===== config.mk =====
export PLATFORM = sky130hd
export DESIGN_NAME = reservoir_sequencer
export DESIGN_NICKNAME = d
export VERILOG_FILES = /design/src/rtl/dfr_pkg.sv /design/src/rtl/reservoir_sequencer.sv
export SDC_FILE = /design/constraint.sdc
export NUM_CORES = 1
export LEC_CHECK = 0
export CORE_MARGIN = 2
export CORE_UTILIZATION = 55
export DETAILED_ROUTE_END_ITERATION = 10
export PLACE_DENSITY = 0.86
export SKIP_LAST_GASP = 1
export SLEW_MARGIN = 20
export SYNTH_ARGS = -nofsm -noshare
export SYNTH_HDL_FRONTEND = slang
export SYNTH_SLANG_ARGS = --single-unit

===== constraint.sdc =====
create_clock -name clk -period 4.8 [get_ports clk]
set_input_delay 0.72 -clock clk [delete_from_list [all_inputs] [get_ports clk]]
set_output_delay 0.72 -clock clk [all_outputs]
set_load 0.02 [all_outputs]

===== src/rtl/dfr_pkg.sv =====
// -----------------------------------------------------------------------------
// dfr_pkg
// Shared types and helpers for the delay-feedback reservoir (DFR) blocks.
//   seq_state_t  : sequencer state encoding (IDLE, DRIVE, SETTLE, CAPTURE).
//   node_idx_w() : index width for a node count; returns 1 when the count is 1
//                  so a single-node build still gets a legal 1-bit index.
// -----------------------------------------------------------------------------
package dfr_pkg;

  typedef enum logic [1:0] {
    IDLE    = 2'd0,
    DRIVE   = 2'd1,
    SETTLE  = 2'd2,
    CAPTURE = 2'd3
  } seq_state_t;

  function automatic int node_idx_w(input int n);
    int w;
    if (n <= 1) begin
      w = 1;
    end else begin
      w = $clog2(n);
    end
    return w;
  endfunction

endpackage


===== src/rtl/reservoir_sequencer.sv =====
// -----------------------------------------------------------------------------
// reservoir_sequencer
// Walks one accepted input sample through every virtual node of the
// delay-feedback reservoir. Per node: apply the +/-1 mask to the sample, drive
// it on res_din with a one-cycle res_en pulse, wait the settle time, capture
// res_dout and offer it downstream as a state word (valid/ready).
//
// Ports
//   clk, rst        : rising-edge clock, asynchronous active-low reset
//   s_valid/s_ready : sample handshake; s_ready is high only while idle
//   s_data          : sample (two's complement)
//   mask            : per-node sign, bit i = 1 -> +sample, 0 -> -sample
//   settle_cycles   : extra wait cycles between the enable pulse and capture
//   res_en/res_din  : reservoir enable pulse and masked sample
//   res_dout        : reservoir output tap
//   st_valid/st_ready, st_data, st_node, st_last : state word stream
//   busy            : sequencer is not idle
//   sample_done     : one-cycle pulse after the last node's word is accepted
// -----------------------------------------------------------------------------
module reservoir_sequencer
  import dfr_pkg::*;
#(
  parameter int VIRTUAL_NODES = 10,
  parameter int DATA_WIDTH    = 32,
  parameter int SETTLE_WIDTH  = 8
) (
  input  logic                                  clk,
  input  logic                                  rst,
  input  logic                                  s_valid,
  output logic                                  s_ready,
  input  logic [DATA_WIDTH-1:0]                 s_data,
  input  logic [VIRTUAL_NODES-1:0]              mask,
  input  logic [SETTLE_WIDTH-1:0]               settle_cycles,
  output logic                                  res_en,
  output logic [DATA_WIDTH-1:0]                 res_din,
  input  logic [DATA_WIDTH-1:0]                 res_dout,
  output logic                                  st_valid,
  input  logic                                  st_ready,
  output logic [DATA_WIDTH-1:0]                 st_data,
  output logic [node_idx_w(VIRTUAL_NODES)-1:0]  st_node,
  output logic                                  st_last,
  output logic                                  busy,
  output logic                                  sample_done
);

  localparam int NODE_W = node_idx_w(VIRTUAL_NODES);
  localparam logic [NODE_W-1:0] LAST_NODE = NODE_W'(VIRTUAL_NODES - 1);

  // Sign-apply one sample. Negation wraps, so the most negative value maps to
  // itself, which is what the reservoir expects.
  function automatic logic [DATA_WIDTH-1:0] apply_mask(
    input logic [DATA_WIDTH-1:0] sample,
    input logic                  positive
  );
    logic [DATA_WIDTH-1:0] r;
    if (positive) begin
      r = sample;
    end else begin
      r = ~sample + DATA_WIDTH'(1'b1);
    end
    return r;
  endfunction

  seq_state_t                state_r;
  logic [NODE_W-1:0]         node_r;
  logic [NODE_W-1:0]         next_node_s;
  logic [DATA_WIDTH-1:0]     sample_r;
  logic [VIRTUAL_NODES-1:0]  mask_r;
  logic [SETTLE_WIDTH-1:0]   settle_r;
  logic [SETTLE_WIDTH-1:0]   cnt_r;
  logic                      res_en_r;
  logic [DATA_WIDTH-1:0]     res_din_r;
  logic                      st_valid_r;
  logic [DATA_WIDTH-1:0]     st_data_r;
  logic [NODE_W-1:0]         st_node_r;
  logic                      st_last_r;
  logic                      busy_r;
  logic                      sample_done_r;

  // Only evaluated while the current node is not the last one, so it never
  // wraps past LAST_NODE in use.
  assign next_node_s = node_r + NODE_W'(1'b1);

  // Sequencer FSM with all handshake and reservoir outputs registered.
  // The res_din/res_en of the next node is registered on the transition into
  // DRIVE so that the pulse coincides with the DRIVE cycle.
  always_ff @(posedge clk or negedge rst) begin
    if (!rst) begin
      state_r       <= IDLE;
      node_r        <= '0;
      sample_r      <= '0;
      mask_r        <= '0;
      settle_r      <= '0;
      cnt_r         <= '0;
      res_en_r      <= 1'b0;
      res_din_r     <= '0;
      st_valid_r    <= 1'b0;
      st_data_r     <= '0;
      st_node_r     <= '0;
      st_last_r     <= 1'b0;
      busy_r        <= 1'b0;
      sample_done_r <= 1'b0;
    end else begin
      res_en_r      <= 1'b0;
      sample_done_r <= 1'b0;
      case (state_r)
        IDLE: begin
          if (s_valid) begin
            sample_r  <= s_data;
            mask_r    <= mask;
            settle_r  <= settle_cycles;
            node_r    <= '0;
            res_din_r <= apply_mask(s_data, mask[0]);
            res_en_r  <= 1'b1;
            busy_r    <= 1'b1;
            state_r   <= DRIVE;
          end
        end
        DRIVE: begin
          cnt_r   <= settle_r;
          state_r <= SETTLE;
        end
        SETTLE: begin
          if (cnt_r == {SETTLE_WIDTH{1'b0}}) begin
            st_valid_r <= 1'b1;
            st_data_r  <= res_dout;
            st_node_r  <= node_r;
            st_last_r  <= (node_r == LAST_NODE);
            state_r    <= CAPTURE;
          end else begin
            cnt_r <= cnt_r - SETTLE_WIDTH'(1'b1);
          end
        end
        CAPTURE: begin
          // The word stays untouched until it is accepted.
          if (st_ready) begin
            st_valid_r <= 1'b0;
            if (st_last_r) begin
              sample_done_r <= 1'b1;
              busy_r        <= 1'b0;
              state_r       <= IDLE;
            end else begin
              node_r    <= next_node_s;
              res_din_r <= apply_mask(sample_r, mask_r[next_node_s]);
              res_en_r  <= 1'b1;
              state_r   <= DRIVE;
            end
          end
        end
        default: begin
          st_valid_r <= 1'b0;
          busy_r     <= 1'b0;
          state_r    <= IDLE;
        end
      endcase
    end
  end

  assign s_ready     = (state_r == IDLE);
  assign res_en      = res_en_r;
  assign res_din     = res_din_r;
  assign st_valid    = st_valid_r;
  assign st_data     = st_data_r;
  assign st_node     = st_node_r;
  assign st_last     = st_last_r;
  assign busy        = busy_r;
  assign sample_done = sample_done_r;

endmodule

==> impl_metrics.toml <==
[run_status]
outcome = "finished clean"

[clock_tree]
cts_tree = "done"
cts-buffers-inserted = 17
htree_levels = 4
clk_latency_ns = 0.43
cts_resized = 0
postCtsHoldBufs = 0
clkTransAtPathRegs_ns = 0.06
cts_root_buffer = "clkbuf_16"
cts_sinks = 137
clockBufferDepth = 2
postCtsSetupBuffers = 0

[power]
peakVddDrop_uv = 334.5
powerDensity_nw_per_um2 = 669.0
p_seq_share_pct = 32.4
p_leak_nw = 3.951
switchingPower_w = 0.002621
p_int_w = 0.003898
power.share.switching_pct = 40.20
combPwrFrac_pct = 46.9
pwr-share-clk_pct = 20.7

[route]
ant_nets = 0
drc = 0
drt-vias-per-instance = 6.274
vias = 6569
firstDrtPassIters = 6
routed_wl_um = 21290
wl_per_cell_um = 20.33
drt_iter0_markers = 690

[floorplanning]
core_um2 = 13140
die_area_um2 = 14310
ios = 160
fp.dieW_um = 119.6
die_h_um = 119.6
rows = 42
start_util_pct = 55.97

[worst_setup_path]
crit_required_ns = 5.08
cp_cell_sequence = "clkdlybuf4s50_1 -> inv_1 -> ha_1 -> or3b_2 -> nor4_1 -> a31oi_1 -> xor2_1 -> a22oi_1 -> o21ai_0"
cpPeakStageDelay_ns = 0.76
end_kind = "flip-flop"
crit_type = "in -> reg"
cp.arrival_ns = 3.47
worst_setup_path_start_kind = "input port"
crit_slowest_cell = "nor4_1"
path_max_fanout = 8

[timing]
drv_slew = 0
relSlewSlack_pct = 43.12
period_minus_slack_ns = 3.193
fmax_mhz = 313.2
setup_tns_ns = 0
finalSetupViolations = 0
tightest_slew_ns = 0.8295
whs_ns = 0.3865
skew_ns = 0.008973
timing.final.crit_share_pct = 66.52
hold_violations = 0
grt_setup_unrepaired = "no"

[placed_design]
placed_cells = 1016
io_buffer_count = 159
hpwl_um = 14460
gp_congestion = 0.9009

[job]
maxCapViolations = 0

[global_route]
grt_max_degree = 77
overflow = 0
grt_first_pass_wirelength_um = 34310
track_usage_pct = 30.55
antenna_found_initial = 0
grt_pass1_vias = 6541

[logic_synthesis]
synth_ff_type = "dfrtp_1"
synthTopCellsByCount = "137 x dfrtp_1, 83 x mux2_2, 49 x nand2_1, 47 x o21ai_0, 41 x nor2_1"
syn-num-nets = 804
synth.distinct_cells = 57
syn_inst = 707
ys_ff_latch = 137
yosysTopAreaCell = "dfrtp_1"
synthMostInstantiatedCell = "dfrtp_1"
synth-edff-count = 0
syn_area_um2 = 7353
syn_avg_cell_area_um2 = 10.40
synth_area_leaders = "dfrtp_1 47%, mux2_2 13%, o21ai_0 3.2%"
synth_top_area_share_pct = 46.62
synth_seq_area_share_pct = 46.62
async_reset_ff_share_pct = 100.0
yosys_warnings = 0

[layout]
drive_above_1_share_pct = 16.19
utilization_pct = 74.17
num_antenna_cells = 0
stdcell_count = 1047
area_delta_synth_final_pct = 32.52
finalNetCount = 956

[min_path]
hold_path_class = "in -> async"
==> cells in the final DEF (no fill, tap or decap), drive strengths merged, types with 3 or more instances in the layout <==
cell and count:
clkinv 4, o32ai 3, xnor2 23, nor3 26
o21a 4, inv 19, a41oi 6, bufinv 3
a22oi 8, nor4 11, and3 5, clkinvlp 3
nor2 41, a31oi 9, a211oi 8, nand3 15
clkdlybuf4s50 158, or3 7, o21ai 47, nor2b 3
or4 13, a21oi 29, mux2i 9, a22o 4
nand2 49, o41ai 5, mux2 83, xor2 22
o22ai 8, clkbuf 20, o31ai 19, dfrtp 137
buf 16, nand2b 7, ha 11
==> power by group through the flow <==
| stage | Sequential, W | Clock (W) | Combinational, W |
|---|---|---|---|
| final | 0.00211 | 0.00135 | 0.00306 |
| after global routing | 0.00216 | 0.00142 | 0.00330 |
| after CTS | 0.00209 | 0.00136 | 0.00304 |
| after detailed placement | 0.00210 | 0 | 0.00299 |
| after global placement | 0.00206 | 0 | 0.00291 |
| after floorplan | 0.00223 | 0 | 0.00172 |
==> kinds of logic (layout without fill, tap and decap cells) <==
group,Yosys count,after routing,share of synthesized area [%]
buf+inv,59,223,3.131
mux,94,94,14.55
compound gates,173,173,15.65
flops,137,137,46.62
simple gates,188,188,12.81
fa+ha+maj,11,11,1.872
xor+xnor,45,45,5.360
==> state kept, by name, indices dropped and copies added (netlist names) <==
signal,count
settle_r,8
sample_r,32
cnt_r,8
res_din,32
busy,1
state_r,2
sample_done,1
node_r,4
st_last,1
st_node,4
mask_r,10
st_data,32
res_en,1
st_valid,1
==> final cells by class <==
type                       instances  area [um2]
timing repair buffer             174        1714
tap                              176       220.2
clock buffer                      20       466.7
inverter                          18       67.56
multi-input combinational        511        3702
fill                             885        3393
clock inverter                    11       145.1
sequential                       137        3428
==> critical path: cells and delay by family <==
| kind | cells | cell delay, ns |
|---|---|---|
| adder cells (fa/ha/maj) | 1 | 0.18 |
| buffers and inverters | 2 | 0.59 |
| AO/OA/AOI/OAI | 3 | 0.47 |
| XOR/XNOR | 1 | 0.17 |
| AND/OR/NAND/NOR | 2 | 1.35 |
==> layer usage <==
metal	GRT usage, %	wire (um)	up-vias	share of wire (%)
li1	-	-	2914	-
met1	38.66	8536	3238	40
met2	51.39	10540	370	50
met3	6.797	1769	47	8.3
met4	11.62	440	0	2.1
met5	0	0	-	0
==> path summary, 6_finish.rpt <==
check | from | end | slack [ns] | depth (start not counted)
worst max-delay path | s_data[1] | res_din[18] | 1.61 | 9
worst min register to register | res_din[5] | res_din[5] | 0.48 | 1
worst max register to register | sample_r[12] | res_din[29] | 1.74 | 6
min in group clk | res_din[5] | res_din[5] | 0.48 | 1
worst min-delay path | rst | settle_r[5] | 0.39 | 1
max in group asynchronous | rst | res_din[13] | 3.52 | 2
==> metrics by stage <==
step           instance area [um2]  setup WS [ns]  total power [W]
5_1_grt                       9744          1.480         0.006882
4_1_cts                       9744          1.704         0.006491
3_3_place_gp                  9133          1.424         0.004973
2_1_floorplan                 7353          1.951         0.003952
3_5_place_dp                  9133          1.266         0.005090
6_report                      9744          1.607         0.006519
(Power assumes the default switching activity.)
